==> src/rtl/game_pkg.sv <==
// Shared types and screen geometry for the player movement path.
// Provides dir_t, FSM states, screen limits and button priority encoding.
package game_pkg;

    typedef enum logic [2:0] {
        DIR_IDLE  = 3'd0,
        DIR_UP    = 3'd1,
        DIR_DOWN  = 3'd2,
        DIR_LEFT  = 3'd3,
        DIR_RIGHT = 3'd4
    } dir_t;

    typedef enum logic [2:0] {
        ST_INIT,
        ST_IDLE,
        ST_ADDR,
        ST_WAIT,
        ST_CHECK,
        ST_COMMIT,
        ST_BLOCK
    } state_t;

    localparam int SCREEN_W      = 160;
    localparam int SCREEN_H      = 120;
    localparam int SPRITE        = 4;
    localparam int WORDS_PER_ROW = 5;
    localparam int MAX_X         = SCREEN_W - SPRITE;
    localparam int MAX_Y         = SCREEN_H - SPRITE;

    // up > down > left > right
    function automatic dir_t btnDir(
        input logic up,
        input logic down,
        input logic left,
        input logic right
    );
        if (up)         return DIR_UP;
        else if (down)  return DIR_DOWN;
        else if (left)  return DIR_LEFT;
        else if (right) return DIR_RIGHT;
        else            return DIR_IDLE;
    endfunction

endpackage

==> src/rtl/edge_addr_calc.sv <==
// Leading-edge pixel k of a 4x4 sprite at (cx,cy) moving in dir.
// Ports: cx,cy,dir,k in; pixel x,y, ROM word mapAddr and bitIdx out.
module edge_addr_calc import game_pkg::*; (
    input  logic [7:0] cx,
    input  logic [6:0] cy,
    input  dir_t       dir,
    input  logic [1:0] k,
    output logic [7:0] x,
    output logic [6:0] y,
    output logic [9:0] mapAddr,
    output logic [4:0] bitIdx
);

    always_comb begin
        x = cx;
        y = cy;
        unique case (dir)
            DIR_UP: begin
                x = cx + {6'd0, k};
            end
            DIR_DOWN: begin
                x = cx + {6'd0, k};
                y = cy + 7'd3;
            end
            DIR_LEFT: begin
                y = cy + {5'd0, k};
            end
            DIR_RIGHT: begin
                x = cx + 8'd3;
                y = cy + {5'd0, k};
            end
            default: ;
        endcase
    end

    // y*5 as (y<<2)+y, plus the 32-pixel column word
    assign mapAddr = ({3'd0, y} << 2) + {3'd0, y}
                   + {7'd0, x[7:5]};
    assign bitIdx  = x[4:0];

endmodule

==> src/rtl/player_mover.sv <==
// Validates button moves against wall/coin bit-plane ROMs, drives animation.
// Ports: clock,resetn,tick,btn*,won,timesUp in; mapAddr out; wallQ,coinQ in;
// nextX,nextY,dir,ldXY,coinErase_en out. Option: PLAYER_WRAP_EN wraps edges.
module player_mover import game_pkg::*; #(
    parameter int START_X = 2,
    parameter int START_Y = 2
) (
    input  logic        clock,
    input  logic        resetn,
    input  logic        tick,
    input  logic        btnUp,
    input  logic        btnDown,
    input  logic        btnLeft,
    input  logic        btnRight,
    input  logic        won,
    input  logic        timesUp,
    output logic [9:0]  mapAddr,
    input  logic [31:0] wallQ,
    input  logic [31:0] coinQ,
    output logic [7:0]  nextX,
    output logic [6:0]  nextY,
    output logic [2:0]  dir,
    output logic        ldXY,
    output logic        coinErase_en
);

    state_t     state;
    dir_t       dirR;
    dir_t       reqDir;
    logic [7:0] candX;
    logic [6:0] candY;
    logic [7:0] candXc;
    logic [6:0] candYc;
    logic       offEdge;
    logic [1:0] k;
    logic       coinFlag;
    logic [7:0] pixX;
    logic [6:0] pixY;
    logic [9:0] pixAddr;
    logic [4:0] bitIdx;
    logic       unusedPix;

    assign dir = dirR;

    always_comb begin
        reqDir  = btnDir(btnUp, btnDown, btnLeft, btnRight);
        candXc  = nextX;
        candYc  = nextY;
        offEdge = 1'b0;
        unique case (reqDir)
            DIR_UP: begin
                if (nextY == 7'd0) begin
`ifdef PLAYER_WRAP_EN
                    candYc = 7'(MAX_Y);
`else
                    offEdge = 1'b1;
`endif
                end else begin
                    candYc = nextY - 7'd1;
                end
            end
            DIR_DOWN: begin
                if (nextY == 7'(MAX_Y)) begin
`ifdef PLAYER_WRAP_EN
                    candYc = 7'd0;
`else
                    offEdge = 1'b1;
`endif
                end else begin
                    candYc = nextY + 7'd1;
                end
            end
            DIR_LEFT: begin
                if (nextX == 8'd0) begin
`ifdef PLAYER_WRAP_EN
                    candXc = 8'(MAX_X);
`else
                    offEdge = 1'b1;
`endif
                end else begin
                    candXc = nextX - 8'd1;
                end
            end
            DIR_RIGHT: begin
                if (nextX == 8'(MAX_X)) begin
`ifdef PLAYER_WRAP_EN
                    candXc = 8'd0;
`else
                    offEdge = 1'b1;
`endif
                end else begin
                    candXc = nextX + 8'd1;
                end
            end
            default: ;
        endcase
    end

    edge_addr_calc uEdge (
        .cx      (candX),
        .cy      (candY),
        .dir     (dirR),
        .k       (k),
        .x       (pixX),
        .y       (pixY),
        .mapAddr (pixAddr),
        .bitIdx  (bitIdx)
    );

    assign unusedPix = ^{pixX, pixY};

    always_ff @(posedge clock or negedge resetn) begin
        if (!resetn) begin
            state        <= ST_INIT;
            dirR         <= DIR_IDLE;
            nextX        <= 8'(START_X);
            nextY        <= 7'(START_Y);
            candX        <= 8'(START_X);
            candY        <= 7'(START_Y);
            k            <= 2'd0;
            coinFlag     <= 1'b0;
            mapAddr      <= 10'd0;
            ldXY         <= 1'b0;
            coinErase_en <= 1'b0;
        end else begin
            ldXY         <= 1'b0;
            coinErase_en <= 1'b0;
            unique case (state)
                ST_INIT: begin
                    ldXY  <= 1'b1;
                    state <= ST_IDLE;
                end
                ST_IDLE: begin
                    if (tick && reqDir != DIR_IDLE
                        && !won && !timesUp) begin
                        dirR  <= reqDir;
                        candX <= candXc;
                        candY <= candYc;
                        k     <= 2'd0;
                        state <= offEdge ? ST_BLOCK : ST_ADDR;
                    end
                end
                ST_ADDR: begin
                    mapAddr <= pixAddr;
                    state   <= ST_WAIT;
                end
                ST_WAIT: begin
                    state <= ST_CHECK;
                end
                ST_CHECK: begin
                    // k and the candidate are unchanged since ADDR,
                    // so bitIdx still points at the pixel just read
                    if (wallQ[bitIdx]) begin
                        state <= ST_BLOCK;
                    end else begin
                        if (coinQ[bitIdx]) coinFlag <= 1'b1;
                        if (k == 2'd3) begin
                            state <= ST_COMMIT;
                        end else begin
                            k     <= k + 2'd1;
                            state <= ST_ADDR;
                        end
                    end
                end
                ST_COMMIT: begin
                    nextX        <= candX;
                    nextY        <= candY;
                    ldXY         <= 1'b1;
                    coinErase_en <= coinFlag;
                    coinFlag     <= 1'b0;
                    state        <= ST_IDLE;
                end
                ST_BLOCK: begin
                    coinFlag <= 1'b0;
                    state    <= ST_IDLE;
                end
                default: state <= ST_INIT;
            endcase
        end
    end

endmodule
==> config.mk <==
export PLATFORM = sky130hd
export DESIGN_NAME = player_mover
export DESIGN_NICKNAME = d
export VERILOG_FILES = /design/src/rtl/game_pkg.sv /design/src/rtl/edge_addr_calc.sv /design/src/rtl/player_mover.sv
export SDC_FILE = /design/constraint.sdc
export NUM_CORES = 1
export LEC_CHECK = 0
export ABC_AREA = 1
export CAP_MARGIN = 40
export CORE_UTILIZATION = 50
export DETAILED_ROUTE_END_ITERATION = 7
export PLACE_DENSITY = 0.8
export SYNTH_ARGS = -nofsm -noshare
export SYNTH_HDL_FRONTEND = slang
export SYNTH_SLANG_ARGS = --single-unit
export TNS_END_PERCENT = 1
==> constraint.sdc <==
create_clock -name clock -period 8.2 [get_ports clock]
set_input_delay 1.64 -clock clock [delete_from_list [all_inputs] [get_ports clock]]
set_output_delay 1.64 -clock clock [all_outputs]
set_load 0.03 [all_outputs]
==> impl_metrics.yaml, run 1 <==
outcome:
  status: "finished clean"
yosys:
  yosysWarningCount: 0
  syn-num-nets: 735
  ys_top_cells_by_count: "177 x nand2_1, 90 x inv_1, 67 x nand3_1"
  yosys.area.top_type: "dfrtp_1"
  synth_cell_types: 47
  syn_area_sq_mm: 0.00439
  syn_area_per_cell_sq_um: 6.90
  netlist.area_leader.share_pct: 26.8
  synth_most_common_cell: "nand2_1"
  ys.flop_type: "dfrtp_1"
  ys_ff_latch: 51
  synth_edf_count: 0
  synthTopCellsByArea: "dfrtp_1 27%, nand2_1 15%, inv_1 7.7%"
  async_flop_share_pct: 100
  netlist_instances: 636
  ys_seq_area_share_pct: 29.2
sta:
  tightestPinTransition_ns: 0.796
  setup_viol: 0
  setup_slack_ns: 4.13
  finalSetupTns_ns: 0
  fin_crit_sh_pct: 49.6
  min_period_ns: 4.07
  drv_slew: 0
  hold_slack_ns: 0.483
  relSlewSlack_pct: 46.5
  clock_skew_ns: 0.0130
  final_hold_viol_count: 0
  rsz0062_at_grt: "false"
  clock.fmax_mhz: 246
detailed_routing:
  firstDrtPassIters: 5
  via_count: 4506
  drt_iter0_drc: 264
  route.detailed.drc: 0
  wirelength_mm: 11.8
  wl_per_cell_microns: 14.1
  routed_via_density: 5.39
  antenna_left: 0
power:
  clockPowerShare_pct: 6.4
  p_per_area_mw_per_mm2: 451
  p_sw_w: 0.00138
  p_seq_share_pct: 20.3
  ir_drop_mv: 0.256
  p_int_w: 0.00113
  p_leak_nw: 2.68
  switching_share_pct: 55.0
  power_frac_comb_pct: 73.4
floorplanning:
  coreArea_sq_mm: 0.00834
  initial_core_util_pct: 52.6
  die_x_microns: 95.7
  rows: 33
  pin_count: 103
  dieHeight_microns: 95.7
  die_area_sq_mm: 0.00915
finish:
  syn2layout_area_growth_pct: 26.6
  seq_area_sq_mm: 0.00128
  fill_cells: 721
  drive_gt1_share_pct: 6.16
  n_antenna_cell: 0
  final_nets: 829
  multiInputGateArea_sq_mm: 0.00265
  instances_no_fill: 836
run:
  max_cap_viol_count: 0
cts:
  h-tree-depth: 2
  path_clk_slew_ns: 0.11
  cts_setup_buffers: 0
  cts_resized: 0
  cts_buffers: 5
  cts.sinks: 51
  postCtsHoldBufs: 0
  tritoncts: "done"
  clk_latency_ns: 0.32
  clock_path_buffers: 2
  cts_root_buf: "clkbuf_8"
setup_path:
  critPathMaxStageDelay_ns: 0.54
  crit_path_top_delay_cell: "fa_1"
  worst_ep_required_time_ns: 8.43
  crit_chain: "inv_2 > nand3_4 > o21ai_2 > inv_1 > a21oi_1 > nand2_1 > ha_1 > inv_1 > fa_1 > or2_1 > xor2_1 > fa_1 > inv_1 > fa_1 > a31oi_1 > nor2_1 > nor2_1 > o21ai_0 > and2_1 > o31ai_1"
  path_buf_inv: 4
  cp-end-kind: "register"
  cp_top_family: "adder cells"
  crit_type: "register to register"
  cp.arrival_ns: 4.30
  crit_fanout: 5
  startpoint_type: "register"
grt:
  gr-usage-all-layers_pct: 27.4
  grt_max_degree: 52
  grt_antenna_before_repair: 0
  overflow: 0
  grt_pass1_wl_mm: 19.6
  grt_pass1_vias: 4140
placement:
  numPortBuffers: 102
  place_hpwl_mm: 9.16
  dp_cells: 828
  pre_cts_ws_ns: 3.96
  globalplace.congestion: 0.855
worst_hold_path:
  min-delay-path-class: "register to register"
-- placed cells by master (no fill, tap or decap), types with 5 or more instances in the layout --
master and instances:
a21oi_1 28, clkbuf_8 5, clkdlybuf4s50_1 101, dfrtp_1 47
ha_1 22, inv_1 90, nand2_1 177, nand2_4 6
nand3_1 67, nand3_2 7, nor2_1 40, nor3_1 12
o21ai_0 40, o21ai_1 10, xor2_1 16
-- metal layers --
layer | wire length, microns | part of all wire, % | global-route usage, %
met1 | 5230 | 44 | 36.8
met2 | 5600 | 47 | 46.1
met5 | 0 | 0 | 0
met4 | 220 | 1.9 | 7.34
met3 | 744 | 6.3 | 3.91
-- power groups by stage --
| stage | clock, W | combinational [W] | sequential (W) |
|---|---|---|---|
| after floorplan | 0 | 0.00132 | 0.000592 |
| after global placement | 0 | 0.00178 | 0.000507 |
| after detailed placement | 0 | 0.00183 | 0.000510 |
| after CTS | 0.000162 | 0.00184 | 0.000506 |
| after global routing | 0.000174 | 0.00208 | 0.000528 |
| final | 0.000160 | 0.00184 | 0.000508 |
-- area by class of cell --
type / count / share of cell area (%)
Clock buffer: 5 / 1.24
Clock inverter: 3 / 0.496
Inverter: 95 / 6.47
Multi-Input combinational cell: 473 / 47.6
Sequential cell: 51 / 23.1
Tap cell: 105 / 2.37
Timing Repair Buffer: 104 / 18.7
-- worst reg2reg max path: stages, from the launching register on --
cell and delay [ns]:
dfrtp_1 0.47, inv_2 0.12, nand3_4 0.11, o21ai_2 0.09, inv_1 0.12, a21oi_1 0.07
nand2_1 0.07, ha_1 0.16, inv_1 0.05, fa_1 0.36, or2_1 0.27, xor2_1 0.18
fa_1 0.54, inv_1 0.07, fa_1 0.47, a31oi_1 0.22, nor2_1 0.08, nor2_1 0.09
o21ai_0 0.10, and2_1 0.17, o31ai_1 0.19
-- logic make-up (layout without fill, tap and decap cells) --
family	Yosys count	in the layout	synth area share, %
buffers and inverters	112	207	10.5
xor gates and xnor gates	20	20	4.85
adders and majority gates	26	26	8.10
and+or+nand+nor	326	326	34.2
DFF	51	51	29.2
AOI/OAI and AO/OA	101	101	13.2
-- registers in the layout, indices dropped and copies added, names as in the netlist --
signal,flops
coinFlag,1
nextX,8
nextY,7
coinErase_en,1
ldXY,1
candY,7
state,3
candX,8
dir,3
mapAddr,10
k,2
-- worst paths after layout --
kind	from	endpoint	slack [ns]	cells past startpoint
hold / removal	coinFlag	coinFlag	0.48	2
min in group asynchronous	resetn	mapAddr[5]	1.41	2
setup / recovery	dir[1]	mapAddr[7]	4.13	20
max in group asynchronous	resetn	nextX[4]	6.34	2
setup reg to reg	dir[1]	mapAddr[7]	4.13	20
hold reg to reg	coinFlag	coinFlag	0.48	2
-- stage by stage --
| step | cell area (sq um) | total power, W | util (%) |
|---|---|---|---|
| after global routing | 5550 | 0.00278 | 66.6 |
| after global placement | 5440 | 0.00229 | 65.2 |
| final | 5550 | 0.00250 | 66.6 |
| after CTS | 5550 | 0.00251 | 66.6 |
| after detailed placement | 5460 | 0.00234 | 65.4 |
| after floorplan | 4390 | 0.00191 | - |
Power figures use the tool's default switching activity.
==> run 2, diff against run 1 <==
Clock period 8.2 ns to 4 ns, I/O delays scaled along.
==> run 2 against run 1 <==
Compared with the run above:
- clock skew about the same
- power is 120% higher
- via count is 3.0% higher
- largest power group unchanged
- cell area is 3.5% higher
- cell count up 1.8%
==> impl_metrics.yaml, run 2 (synthesis gave the netlist of run 1 again) <==
sta:
  finalSetupTns_ns: 0
  clock_skew_ns: 0.0132
  tightestPinTransition_ns: 0.840
  setup_viol: 0
  fin_crit_sh_pct: 99.2
  setup_slack_ns: 0.0325
  min_period_ns: 3.97
  drv_slew: 0
  relSlewSlack_pct: 43.6
  clock.fmax_mhz: 252
  final_hold_viol_count: 0
grt:
  grt_max_degree: 38
  gr-usage-all-layers_pct: 28.8
  use_met1_pct: 35.9
  grt_pass1_wl_mm: 20.5
  grt_antenna_before_repair: 0
  overflow: 0
  grtUsageMet2_pct: 50.4
  gr-max-usage-layer: "met2"
  grt_pass1_vias: 4530
  met3_usage_pct: 3.67
floorplanning:
  pin_count: 103
  initial_core_util_pct: 52.6
  die_x_microns: 95.7
  die_area_sq_mm: 0.00915
  rows: 33
  dieHeight_microns: 95.7
  coreArea_sq_mm: 0.00834
setup_path:
  crit_type: "register to register"
  critPathMaxStageDelay_ns: 0.41
  crit_chain: "inv_2 > nand3_4 > buf_4 > nand2_1 > ha_1 > inv_1 > fa_1 > inv_1 > nand2_4 > nor2_2 > nand3_2 > xor2_1 > ha_1 > ha_1 > fa_2 > a31oi_2 > nor2_1 > nor2_1 > o21ai_0 > and2_1 > o31ai_1"
  path_common_cell: "ha_1"
  cp.arrival_ns: 4.19
  crit_fanout: 4
  worst_ep_required_time_ns: 4.22
  crit_path_top_delay_cell: "dfrtp_1"
  startpoint_type: "register"
  cp-end-kind: "register"
cts:
  cts_root_buf: "clkbuf_8"
  tritoncts: "done"
  cts.sinks: 51
  clock_path_buffers: 2
  path_clk_slew_ns: 0.11
  h-tree-depth: 2
  cts_buffers: 5
  clk_latency_ns: 0.32
power:
  p_int_w: 0.00254
  clockPowerShare_pct: 5.9
  p_sw_w: 0.00305
  p_total_w: 0.00559
  ir_drop_mv: 0.493
  p_leak_nw: 2.77
  p_per_area_mw_per_mm2: 973
  power_frac_comb_pct: 75.5
  p_seq_share_pct: 18.5
  switching_share_pct: 54.6
finish:
  syn2layout_area_growth_pct: 31.1
  top_register: "mapAddr"
  mostFrequentLayoutCell: "nand2_1"
  largest_reg_flops: 10
  n_antenna_cell: 0
  drive_gt1_share_pct: 10.2
  mostFrequentLayoutCells: "177 x nand2_1, 101 x clkdlybuf4s50_1, 89 x inv_1, 66 x nand3_1, 46 x dfrtp_1"
  final_nets: 844
  top_regs: "mapAddr: 10 flops, candX: 8 flops, nextX: 8 flops"
  fill_cells: 688
placement:
  globalplace.congestion: 0.902
  place_hpwl_mm: 9.46
  numPortBuffers: 102
  pre_cts_ws_ns: -0.0360
run:
  max_cap_viol_count: 0
detailed_routing:
  wirelength_mm: 12.8
  firstDrtPassIters: 5
  wl_per_cell_microns: 15.1
  antenna_left: 0
  route.detailed.drc: 0
  routed_via_density: 5.45
  drt_iter0_drc: 225
  via_count: 4642
worst_hold_path:
  min-delay-path-class: "input port to async pin"
outcome:
  status: "finished clean"
run 2: cell types whose count changed in the layout (fill, tap and decap cells not counted), moves of 2 or more:
cell     previous run  this run
ha_1               22        20
buf_4               1        16
a21oi_2             0         4
o21ai_0            40        38
a21oi_1            28        24
fa_1                4         2
fa_2                0         2
run 2: worst max-delay path: cells and delay by family, from the launching register on:
kind	cells	cell delay, ns
AO/OA/AOI/OAI	3	0.54
XOR/XNOR	1	0.16
adder cells (fa/ha/maj)	5	1.42
buffers and inverters	4	0.47
AND/OR/NAND/NOR	8	0.87
flip-flops	1	0.41
run 2: area by class of cell:
| cell class | count | area (sq um) | area share, % |
|---|---|---|---|
| multi-input cells | 473 | 2720 | 47.2 |
| well taps | 105 | 131 | 2.29 |
| flip-flops and latches | 51 | 1280 | 22.3 |
| clock inverters | 2 | 13.8 | 0.239 |
| repair buffers | 119 | 1160 | 20.2 |
| clock buffers | 6 | 82.6 | 1.44 |
| inverters | 95 | 359 | 6.25 |
run 2: layer usage:
layer,routed length (microns),vias up
met5,0,-
met4,427,0
met3,681,35
met2,6200,156
met1,5530,2167
li1,-,2284
run 2: path summary, 6_finish.rpt:
check	start	endpoint	slack [ns]	depth (start not counted)
max in group asynchronous	resetn	nextX[1]	2.80	2
min in group clock	coinFlag	coinFlag	0.48	2
min	resetn	mapAddr[6]	0.38	1
min reg2reg	coinFlag	coinFlag	0.48	2
max reg2reg	dir[1]	mapAddr[7]	0.03	21
max	dir[1]	mapAddr[7]	0.03	21
run 2: power groups by stage:
stage               logic (W)  registers, W  clock network [W]
finish                0.00422       0.00104           0.000331
global route          0.00469       0.00107           0.000361
CTS                   0.00391       0.00102           0.000339
detailed placement    0.00382       0.00104                  0
global placement      0.00362       0.00103                  0
floorplan             0.00270       0.00121                  0
run 2: what timing repair did:
item	in CTS	in global routing
resized for setup	3	16
pin swaps	1	5
endpoints found under the setup margin	3	4
buffers inserted	4	9
hold buffers	0	0
run 2: through the flow:
stage	area, sq um	hold slack [ns]	utilization (%)	cells
CTS	5620	0.376	67.4	842
detailed placement	5480	0.467	65.7	830
floorplan	4390	0.442	-	636
finish	5750	0.376	68.9	851
global placement	5460	0.453	65.4	829
global route	5750	0.392	68.9	851
==> run 3, diff against run 2 <==
Settings changed: SKIP_CTS_REPAIR_TIMING set to 1.
==> run 3 against run 2 <==
Compared with the run above:
- the run now ends with negative setup slack left
- critical path depth is the same
- combinational power grew 1%
- setup slack lost 0.067 ns
- die area is the same
- fmax shrank 1.7%
- sequential cell count is the same
- count of clock-buffer cells in the layout is the same
- critical path type unchanged
- largest cell class unchanged
==> impl_metrics.yaml, run 3 (synthesis gave the netlist of run 1 again) <==
outcome:
  status: "finished with violations"
  violations: "negative setup slack"
floorplanning:
  die_area_sq_mm: 0.00915
  initial_core_util_pct: 52.6
  dieHeight_microns: 95.7
  rows: 33
  pin_count: 103
  die_x_microns: 95.7
  coreArea_sq_mm: 0.00834
detailed_routing:
  via_count: 4617
  route.detailed.drc: 0
  wl_per_cell_microns: 15.2
  drt_iter0_drc: 235
  routed_via_density: 5.45
  wirelength_mm: 12.9
  firstDrtPassIters: 5
  antenna_left: 0
finish:
  largest_reg_flops: 10
  final_nets: 840
  top_register: "mapAddr"
  mostFrequentLayoutCells: "177 x nand2_1, 101 x clkdlybuf4s50_1, 89 x inv_1, 66 x nand3_1, 46 x dfrtp_1"
  drive_gt1_share_pct: 9.97
  top_regs: "mapAddr: 10 flops, candX: 8 flops, nextX: 8 flops"
  final_core_util_pct: 68.7
  mostFrequentLayoutCell: "nand2_1"
  n_antenna_cell: 0
  syn2layout_area_growth_pct: 30.7
setup_path:
  crit_type: "register to register"
  crit_fanout: 5
  worst_ep_required_time_ns: 4.24
  r2r_start: "dir[1]"
  critPathMaxStageDelay_ns: 0.42
  cp-end-kind: "register"
  startpoint_type: "register"
  cp.arrival_ns: 4.28
  path_buf_inv: 3
  path_common_cell: "nor2_1"
  cp-startpoint: "dir[1]"
  crit_path_top_delay_cell: "dfrtp_1"
  cp_top_family: "simple AND/OR/NAND/NOR gates"
  crit_chain: "inv_2 > nand3_4 > o21ai_4 > inv_2 > a21oi_1 > nand2_1 > ha_1 > a21oi_1 > nor2_1 > nand2_1 > nor3_1 > xor2_1 > ha_1 > ha_1 > inv_1 > nor2_1 > nor2_1 > o21ai_0 > and2_1 > nor2_1 > o21ai_0"
sta:
  tightestPinTransition_ns: 0.795
  relSlewSlack_pct: 46.6
  fin_crit_sh_pct: 101
  setup_slack_ns: -0.0348
  clock_skew_ns: 0.0136
  min_period_ns: 4.03
  drv_slew: 0
  rsz0062_at_grt: "true"
  final_hold_viol_count: 0
  hold_slack_ns: 0.369
  setup_viol: 1
  clock.fmax_mhz: 248
  finalSetupTns_ns: -0.0348
power:
  switching_share_pct: 54.6
  p_sw_w: 0.00308
  ir_drop_mv: 0.456
  p_int_w: 0.00256
  p_seq_share_pct: 18.4
  clockPowerShare_pct: 5.9
  p_leak_nw: 2.74
  power_frac_comb_pct: 75.7
  p_per_area_mw_per_mm2: 984
grt:
  grt_pass1_wl_mm: 20.5
  grt_pass1_vias: 4525
  gr-usage-all-layers_pct: 28.7
  grt_antenna_before_repair: 0
  grt_max_degree: 38
  overflow: 0
placement:
  place_hpwl_mm: 9.46
  globalplace.congestion: 0.902
  numPortBuffers: 102
cts:
  clk_latency_ns: 0.32
  cts_root_buf: "clkbuf_8"
  path_clk_slew_ns: 0.10
  cts.sinks: 51
  cts_buffers: 5
  h-tree-depth: 2
  tritoncts: "done"
  clock_path_buffers: 2
run:
  max_cap_viol_count: 0
worst_hold_path:
  min-delay-path-class: "input port to async pin"
[run 3: through the flow]
step	instances	setup WS, ns	power, W	area, sq um
after floorplan	636	0.119	0.00392	4390
after global placement	829	0.185	0.00465	5460
after detailed placement	830	-0.0360	0.00486	5480
after CTS	838	-0.0689	0.00522	5580
after global routing	847	-0.227	0.00617	5730
final	847	-0.0348	0.00564	5730
[run 3: power groups by stage]
stage	logic, W	registers [W]	clock network, W
2_1_floorplan	0.00270	0.00121	0
3_3_place_gp	0.00362	0.00103	0
5_1_grt	0.00473	0.00107	0.000360
4_1_cts	0.00385	0.00103	0.000339
6_report	0.00427	0.00104	0.000334
3_5_place_dp	0.00382	0.00104	0
[run 3: final timing paths]
kind,endpoint,slack (ns),depth (start not counted)
max,mapAddr[9],-0.03,21
min,mapAddr[6],0.37,1
max reg2reg,mapAddr[9],-0.03,21
min reg2reg,coinFlag,0.48,2
max in group asynchronous,nextX[1],2.80,2
min in group clock,coinFlag,0.48,2
[run 3: area by class of cell]
type	instances	area (sq um)
well taps	105	131
flip-flops and latches	51	1280
clock inverters	2	13.8
inverters	95	359
repair buffers	115	1130
fillers	692	2610
multi-input cells	473	2730
clock buffers	6	82.6
[run 3: routing by layer]
| layer | global-route usage [%] | vias to the layer above | share of wire, % |
|---|---|---|---|
| li1 | - | 2267 | - |
| met1 | 35.8 | 2123 | 42 |
| met2 | 50.2 | 196 | 48 |
| met3 | 3.67 | 31 | 6.5 |
| met4 | 11.2 | 0 | 3.0 |
| met5 | 0 | - | 0 |
